===== src/rtl/encrip_pkg.sv =====
// Shared types and constants for the encrip_sched round-robin code-table scheduler.
package encrip_pkg;

  localparam int unsigned LEN_W_DEF  = 4;
  localparam int unsigned CODE_W_DEF = 5;
  localparam int unsigned SYM_W      = 3;

  typedef enum logic [1:0] {
    ST_IDLE  = 2'd0,
    ST_BURST = 2'd1,
    ST_CSUM  = 2'd2
  } state_t;

  // Symbol -> code table; element [n] is the code for symbol n.
  localparam logic [7:0][CODE_W_DEF-1:0] CODE_TABLE = {
    5'd8, 5'd20, 5'd11, 5'd10, 5'd6, 5'd9, 5'd1, 5'd7
  };

endpackage


===== src/rtl/encrip_lut.sv =====
// Combinational 3-bit symbol to code lookup.
module encrip_lut
  import encrip_pkg::*;
#(
  parameter int unsigned CODE_W = CODE_W_DEF
) (
  input  logic [SYM_W-1:0]  i_sym,
  output logic [CODE_W-1:0] o_code
);

  assign o_code = CODE_W'(CODE_TABLE[i_sym]);

endmodule


===== src/rtl/encrip_sched.sv =====
// Round-robin burst scheduler sharing one code table between two symbol sources.
// Optional trailing checksum word per burst when ENCRIP_CHECKSUM_EN is defined.
module encrip_sched
  import encrip_pkg::*;
#(
  parameter int unsigned LEN_W  = LEN_W_DEF,
  parameter int unsigned CODE_W = CODE_W_DEF
) (
  input  logic              CLK,
  input  logic              RST,
  input  logic [1:0]        REQ,
  input  logic [LEN_W-1:0]  LEN0,
  input  logic [LEN_W-1:0]  LEN1,
  input  logic [SYM_W-1:0]  DIN0,
  input  logic [SYM_W-1:0]  DIN1,
  input  logic [1:0]        DVLD,
  output logic [1:0]        IN_RDY,
  output logic [1:0]        GNT,
  output logic [CODE_W-1:0] ECRo,
  output logic              OUT_VLD,
  input  logic              OUT_RDY,
  output logic              OUT_ID,
  output logic              OUT_LAST,
  output logic              OUT_CSUM,
  output logic              BUSY
);

  state_t             r_state, w_state_nxt;
  logic               r_g, w_g_nxt;
  logic               r_last_gnt, w_last_gnt_nxt;
  logic [LEN_W-1:0]   r_cnt, w_cnt_nxt;
  logic [1:0]         r_gnt, w_gnt_nxt;
  logic [CODE_W-1:0]  r_code, w_code_nxt;
  logic               r_vld, w_vld_nxt;
  logic               r_id, w_id_nxt;
  logic               r_last, w_last_nxt;
`ifdef ENCRIP_CHECKSUM_EN
  logic               r_csum, w_csum_nxt;
  logic [CODE_W-1:0]  r_sum, w_sum_nxt;
`endif

  logic               w_slot_free;
  logic               w_beat;
  logic [SYM_W-1:0]   w_sym;
  logic [CODE_W-1:0]  w_code;

  // Output register can take a new word when empty or being drained this cycle.
  assign w_slot_free = !r_vld || OUT_RDY;
  assign w_sym       = r_g ? DIN1 : DIN0;
  assign w_beat      = (r_state == ST_BURST) && DVLD[r_g] && w_slot_free;

  encrip_lut #(.CODE_W(CODE_W)) u_lut (
    .i_sym  (w_sym),
    .o_code (w_code)
  );

  always_comb begin
    w_state_nxt    = r_state;
    w_g_nxt        = r_g;
    w_last_gnt_nxt = r_last_gnt;
    w_cnt_nxt      = r_cnt;
    w_gnt_nxt      = r_gnt;
    w_code_nxt     = r_code;
    w_vld_nxt      = r_vld && !OUT_RDY;
    w_id_nxt       = r_id;
    w_last_nxt     = r_last;
`ifdef ENCRIP_CHECKSUM_EN
    w_csum_nxt     = r_csum;
    w_sum_nxt      = r_sum;
`endif

    case (r_state)
      ST_IDLE: begin
        if (REQ != 2'b00) begin
          w_g_nxt        = (REQ == 2'b11) ? !r_last_gnt : REQ[1];
          w_last_gnt_nxt = w_g_nxt;
          w_cnt_nxt      = w_g_nxt ? LEN1 : LEN0;
          w_gnt_nxt      = w_g_nxt ? 2'b10 : 2'b01;
          w_state_nxt    = ST_BURST;
`ifdef ENCRIP_CHECKSUM_EN
          w_sum_nxt      = '0;
`endif
        end
      end

      ST_BURST: begin
        if (w_beat) begin
          w_code_nxt = w_code;
          w_vld_nxt  = 1'b1;
          w_id_nxt   = r_g;
          w_last_nxt = 1'b0;
          w_cnt_nxt  = r_cnt - LEN_W'(1);
`ifdef ENCRIP_CHECKSUM_EN
          w_csum_nxt = 1'b0;
          w_sum_nxt  = r_sum + w_code;
`endif
          if (r_cnt == '0) begin
            w_gnt_nxt   = 2'b00;
`ifdef ENCRIP_CHECKSUM_EN
            w_state_nxt = ST_CSUM;
`else
            w_last_nxt  = 1'b1;
            w_state_nxt = ST_IDLE;
`endif
          end
        end
      end

`ifdef ENCRIP_CHECKSUM_EN
      ST_CSUM: begin
        if (w_slot_free) begin
          w_code_nxt  = r_sum;
          w_vld_nxt   = 1'b1;
          w_id_nxt    = r_g;
          w_last_nxt  = 1'b1;
          w_csum_nxt  = 1'b1;
          w_state_nxt = ST_IDLE;
        end
      end
`endif

      default: w_state_nxt = ST_IDLE;
    endcase
  end

  always_ff @(posedge CLK) begin
    if (RST) begin
      r_state    <= ST_IDLE;
      r_g        <= 1'b0;
      r_last_gnt <= 1'b1;
      r_cnt      <= '0;
      r_gnt      <= 2'b00;
      r_code     <= '0;
      r_vld      <= 1'b0;
      r_id       <= 1'b0;
      r_last     <= 1'b0;
`ifdef ENCRIP_CHECKSUM_EN
      r_csum     <= 1'b0;
      r_sum      <= '0;
`endif
    end else begin
      r_state    <= w_state_nxt;
      r_g        <= w_g_nxt;
      r_last_gnt <= w_last_gnt_nxt;
      r_cnt      <= w_cnt_nxt;
      r_gnt      <= w_gnt_nxt;
      r_code     <= w_code_nxt;
      r_vld      <= w_vld_nxt;
      r_id       <= w_id_nxt;
      r_last     <= w_last_nxt;
`ifdef ENCRIP_CHECKSUM_EN
      r_csum     <= w_csum_nxt;
      r_sum      <= w_sum_nxt;
`endif
    end
  end

  assign IN_RDY   = (r_state == ST_BURST && w_slot_free) ? (r_g ? 2'b10 : 2'b01) : 2'b00;
  assign GNT      = r_gnt;
  assign ECRo     = r_code;
  assign OUT_VLD  = r_vld;
  assign OUT_ID   = r_id;
  assign OUT_LAST = r_last;
`ifdef ENCRIP_CHECKSUM_EN
  assign OUT_CSUM = r_csum;
`else
  assign OUT_CSUM = 1'b0;
`endif
  assign BUSY     = (r_state != ST_IDLE);

endmodule

===== config.mk =====
export PLATFORM = sky130hd
export DESIGN_NAME = encrip_sched
export DESIGN_NICKNAME = d
export VERILOG_FILES = /design/src/rtl/encrip_pkg.sv /design/src/rtl/encrip_lut.sv /design/src/rtl/encrip_sched.sv
export SDC_FILE = /design/constraint.sdc
export NUM_CORES = 1
export LEC_CHECK = 0
export ABC_CLOCK_PERIOD_IN_PS = 2650
export CAP_MARGIN = 10
export CORE_ASPECT_RATIO = 1.1
export CORE_MARGIN = 2
export CORE_UTILIZATION = 30
export DETAILED_ROUTE_END_ITERATION = 6
export PLACE_DENSITY = 0.7
export SLEW_MARGIN = 5
export SYNTH_ARGS = -nofsm -noshare
export SYNTH_HDL_FRONTEND = slang
export SYNTH_SLANG_ARGS = --single-unit

===== constraint.sdc =====
create_clock -name CLK -period 2.65 [get_ports CLK]
set_input_delay 0.795 -clock CLK [delete_from_list [all_inputs] [get_ports CLK]]
set_output_delay 0.795 -clock CLK [all_outputs]
set_load 0.02 [all_outputs]

==> results of run 1 <==
-- tightest hold or removal path, delay by kind of cell (launching register included) --
family | cells | cell delay, ps
AO/OA/AOI/OAI | 1 | 50
AND/OR/NAND/NOR | 1 | 50
flip-flops | 1 | 330
-- worst paths after layout --
| kind | from | endpoint | slack (ps) | cells past startpoint |
|---|---|---|---|---|
| max reg2reg | r_state[0] | r_cnt[1] | 950 | 5 |
| min | ECRo[4] | ECRo[4] | 470 | 2 |
| max | OUT_RDY | IN_RDY[0] | 150 | 5 |
| min reg2reg | ECRo[4] | ECRo[4] | 470 | 2 |
-- cell usage in the layout, fill, tap and decap left out, types with 2 or more instances in the layout --
cell	n
a211oi_1	3
a21oi_1	8
a32o_1	2
and2_1	2
buf_4	4
clkbuf_2	2
clkbuf_4	3
clkdlybuf4s50_1	31
dfxtp_1	17
ha_1	3
inv_1	5
mux2_2	3
mux2i_1	5
nand2_1	14
nand3_1	2
nor2_1	9
nor3_1	6
-- cell type report --
class / instances / area, um2 / area share, %
repair buffers: 37 / 350.3 / 26.27
inverters: 5 / 18.77 / 1.407
clock inverters: 1 / 5.005 / 0.3752
multi-input cells: 80 / 554.3 / 41.56
well taps: 34 / 42.54 / 3.189
clock buffers: 3 / 22.52 / 1.689
flip-flops and latches: 17 / 340.3 / 25.52
-- power groups by stage --
stage | registers (uW) | clock network (uW) | logic (uW)
2_1_floorplan | 317 | 0 | 131
3_3_place_gp | 309 | 0 | 217
3_5_place_dp | 310 | 0 | 222
4_1_cts | 305 | 141 | 223
5_1_grt | 309 | 151 | 238
6_report | 305 | 134 | 219
-- registers in the layout, indices dropped and copies added (netlist names) --
register    count
GNT             2
OUT_ID          1
r_last_gnt      1
OUT_VLD         1
r_g             1
OUT_LAST        1
r_state         1
ECRo            5
r_cnt           4
-- routing by layer --
layer,global-route usage [%],vias up
met4,4.651,0
li1,-,456
met1,15.97,416
met5,0,-
met2,21.73,25
met3,1.848,2
-- metrics by stage --
stage / util [%] / setup WS [ps] / cell area (um2) / TNS (ps)
6_report: 43.76 / 148.3 / 1334 / 0
5_1_grt: 43.76 / 109.9 / 1334 / 0
4_1_cts: 44.09 / 5.970 / 1344 / 0
3_5_place_dp: 43.19 / -281.3 / 1316 / -558.5
3_3_place_gp: 43.19 / -269.0 / 1316 / -531.6
2_1_floorplan: - / 472.5 / 960.9 / 0
-- logic make-up (layout without fill, tap and decap cells) --
kind of cell | count (synthesis) | count (layout) | share of synthesized area [%]
buffers and inverters | 12 | 46 | 6.902
muxes | 9 | 9 | 10.29
and+or+nand+nor | 40 | 40 | 19.66
DFF | 17 | 17 | 35.42
AOI/OAI and AO/OA | 26 | 26 | 22.53
adders and majority gates | 3 | 3 | 3.907
xor gates and xnor gates | 1 | 1 | 0.9116
other | 1 | 1 | 0.3903
-- what timing repair did --
item | in CTS | in global routing
buffers inserted | 0 | 0
hold buffers | 0 | 0
resized for setup | 4 | 2
setup endpoints to repair | 2 | 2
==> impl_metrics.toml, run 1 <==
[yosys]
synth_area_leaders = "dfxtp_1 (35%), nand2_1 (5.5%), mux2i_1 (5.2%)"
seq_area_frac_synth_pct = 35.42
synth_seq_cells = 17
syn_avg_cell_area_um2 = 8.816
synth_nets = 133
syn-instance-count = 109
yosysTopAreaCell = "dfxtp_1"
synth_top_area_share_pct = 35.42
async_reset_ff_share_pct = 0
syn-cell-area_um2 = 960.9
synth_common_cells = "dfxtp_1 (17), nand2_1 (14), nor2_1 (9)"
yosysMostFrequentCell = "dfxtp_1"
synth_ff_type = "dfxtp_1"
synth_cell_types = 40
synth-edff-count = 0
yosys_warnings = 0

[routing]
detail_route.wl_per_cell_um = 12.67
drt_iter0_drc = 14
wl_met1_mm = 1.026
drc = 0
dr_wl_met2_mm = 1.114
routed-wl-met3_um = 88
via_per_inst = 5.079
ant_nets = 0
vias = 899
top_layer = "met4"
firstDrtPassIters = 4
wl_mm = 2.243

[run]
maxCapViolations = 0

[place]
gp_congestion = 0.7143
dp_hpwl_mm = 1.779
numPortBuffers = 33
placedCellCount = 173

[floorplan]
die_h_um = 63.36
die-width_um = 57.96
die_area_um2 = 3672
num_rows = 21
coreArea_um2 = 3048
start_util_pct = 31.53
io_pins = 35

[power]
power_density_nw_per_um2 = 493.6
max-vdd-ir-drop_mv = 0.2746
switchingPower_uw = 208.3
finalPower_uw = 658.3
seq_power_share_pct = 46.3
p_leak_uw = 0.0005033
pwr-share-clk_pct = 20.4
internal_power_uw = 450.0
power_switching_share_pct = 31.65
pwr-share-comb_pct = 33.3

[setup_path]
arrival_ps = 1710
crit_fanout = 3
crit_path_start_kind = "input pin"
path_class = "input pin to output port"
required_ps = 1860
critPathBufInv = 2
worstPathCellList = "clkdlybuf4s50_1 > nand2b_1 > nand2_1 > nor2_1 > clkbuf_2"
end_kind = "output port"
cpPeakStageDelay_ps = 450
slowest_stage = "clkdlybuf4s50_1"
path_delay_family = "buffers and inverters"

[global_routing]
grt_first_pass_wirelength_mm = 3.705
antenna_found_initial = 0
grt_pass1_vias = 893
grt_max_degree = 12
grt_use_total_pct = 12.75
overflow = 0

[clock_tree]
htree_num_levels = 1
cts.path.max_buffers = 2
path_clk_slew_ps = 100
cts_root_buffer = "clkbuf_4"
clock_latency_ps = 290
cts_tree = "built"
cts.sinks = 17
cts_buffers = 3

[sta]
finalCritPeriodShare_pct = 94.40
fin_skew_ps = 11.52
fmax_mhz = 399.7
holdWs_ps = 474.2
min_period_ps = 2502
finalSetupViolCount = 0
rsz0062_at_grt = "false"
finalHoldViolCount = 0
slew_violations = 0

[final_layout]
final_nets = 168
drive_gt1_share_pct = 13.29
n_antenna_cell = 0
fill_cells = 308
layoutNonFillerInstCount = 177
syn_to_final_growth_pct = 38.80

[worst_hold_path]
hold_path_class = "flip-flop to flip-flop"

[status]
outcome = "complete, no violations"
No activity file was read; power rests on OpenSTA's default activity.
==> inputs of run 2 (changes only) <==
--- a/config.mk
+++ b/config.mk
@@ -6,9 +6,8 @@
 export NUM_CORES = 1
 export LEC_CHECK = 0
 export ABC_CLOCK_PERIOD_IN_PS = 2650
-export CAP_MARGIN = 10
+export CAP_MARGIN = 40
 export CORE_ASPECT_RATIO = 1.1
-export CORE_MARGIN = 2
 export CORE_UTILIZATION = 30
 export DETAILED_ROUTE_END_ITERATION = 6
 export PLACE_DENSITY = 0.7
==> impl_metrics.toml, run 2 (same netlist as run 1, synthesis figures left out) <==
[status]
outcome = "complete, no violations"

[setup_path]
critPathBufInv = 2
crit_path_start = "OUT_RDY"
required_ps = 1860
end_kind = "output port"
slowest_stage = "clkdlybuf4s50_1"
path_delay_family = "buffers and inverters"
ff2ff_setup_slack_ps = 980
r2r-start = "r_g"
crit_fanout = 3
arrival_ps = 1720
crit_path_start_kind = "input pin"
cpPeakStageDelay_ps = 450
path_class = "input pin to output port"
worstSetupEndpoint = "IN_RDY[0]"
rr_worst_depth = 6
r2r_end = "ECRo[1]"
worstPathCellList = "clkdlybuf4s50_1 > nand2b_1 > nand2_1 > nor2_1 > buf_2"
cp.depth = 5

[power]
power_switching_share_pct = 31.59
seq_power_share_pct = 45.6
p_leak_uw = 0.0005007
max-vdd-ir-drop_mv = 0.2821
internal_power_uw = 452.4
pwr-share-clk_pct = 20.8
pwr-share-comb_pct = 33.5
power_density_nw_per_um2 = 496.3
switchingPower_uw = 208.9

[place]
placedCellCount = 173
gp_congestion = 0.7211
dp_hpwl_mm = 1.786
place_area_um2 = 1316
numPortBuffers = 33

[clock_tree]
cts_root_buffer = "clkbuf_4"
cts_tree = "built"
cts_resized = 5
post_cts_buffers = 0
cts-hold-fix-buffers = 0
clock_latency_ps = 290
cts.path.max_buffers = 2
path_clk_slew_ps = 100
cts.sinks = 17
cts_buffers = 3
htree_num_levels = 1

[sta]
min_period_ps = 2512
holdWs_ps = 460.7
fmax_mhz = 398.0
fin_skew_ps = 1.793
setup_tns_ps = 0
finalHoldViolCount = 0
finalCritPeriodShare_pct = 94.81
rsz0062_at_grt = "false"
slew_violations = 0
finalSetupViolCount = 0

[final_layout]
layoutNonFillerInstCount = 177
final_cell_mix = "clkdlybuf4s50_1 (31), dfxtp_1 (17), nand2_1 (14)"
seqCellArea_um2 = 340.3
syn_to_final_growth_pct = 38.67
largest_reg_flops = 5
final_common_cell = "clkdlybuf4s50_1"
multi_input_area_um2 = 554.3
fill_cells = 310
drive_gt1_share_pct = 12.59
final_util_pct = 43.72
final_nets = 168
finalInstanceArea_um2 = 1333
n_antenna_cell = 0

[global_routing]
grt_pass1_vias = 864
grtUsageMet2_pct = 25.17
top_usage_layer = "met2"
antenna_found_initial = 0
overflow = 0
grt_use_total_pct = 13.71
grt_util_met1_pct = 15.86
met3_usage_pct = 3.151
grt_max_degree = 16
grt_first_pass_wirelength_mm = 3.650

[floorplan]
die_h_um = 61.36
coreArea_um2 = 3048
die-width_um = 55.96
num_rows = 21
io_pins = 35
start_util_pct = 31.53
die_area_um2 = 3433

[worst_hold_path]
hold_path_class = "flip-flop to flip-flop"

[routing]
drc = 0
drt_iter0_drc = 14
ant_nets = 0
via_per_inst = 5.000
wl_mm = 2.284
detail_route.wl_per_cell_um = 12.90
vias = 885
firstDrtPassIters = 4

[run]
maxCapViolations = 0
## run 2: cell type report
type | instances | area share (%)
multi-input cells | 80 | 41.60
inverters | 5 | 1.408
repair buffers | 37 | 26.29
flip-flops and latches | 17 | 25.54
well taps | 34 | 3.192
clock buffers | 4 | 1.972
## run 2: how the worst min path moves through the flow
stage                   from  endpoint  slack (ps)  cells after the start
floorplan           r_cnt[0]  r_cnt[0]         470                      2
CTS                 OUT_LAST  OUT_LAST         460                      2
detailed placement  OUT_LAST  OUT_LAST         450                      2
global placement    OUT_LAST  OUT_LAST         450                      2
global route        OUT_LAST  OUT_LAST         490                      2
finish              OUT_LAST  OUT_LAST         460                      2
## run 2: layer usage
layer  wire length (um)  vias to the layer above
met3                118                        4
met4                 23                        0
met1               1041                      399
li1                   -                      456
met2               1101                       26
met5                  0                        -
## run 2: power groups by stage
stage	Sequential (uW)	Clock (uW)	Combinational, uW
4_1_cts	302	144	226
3_3_place_gp	306	0	220
2_1_floorplan	317	0	131
5_1_grt	306	152	242
6_report	302	138	222
3_5_place_dp	308	0	224
## run 2: tightest hold or removal path: cells and delay by family (launching register included)
| kind | cells | cell delay, ps |
|---|---|---|
| flops | 1 | 320 |
| simple gates | 1 | 50 |
| compound gates | 1 | 50 |
## run 2: metrics by stage
step                setup slack [ps]  power [uW]
floorplan                      472.5       447.7
finish                         137.6       661.3
global route                   65.04       699.3
global placement              -265.4       526.0
CTS                           0.3257       672.1
detailed placement            -314.3       532.1
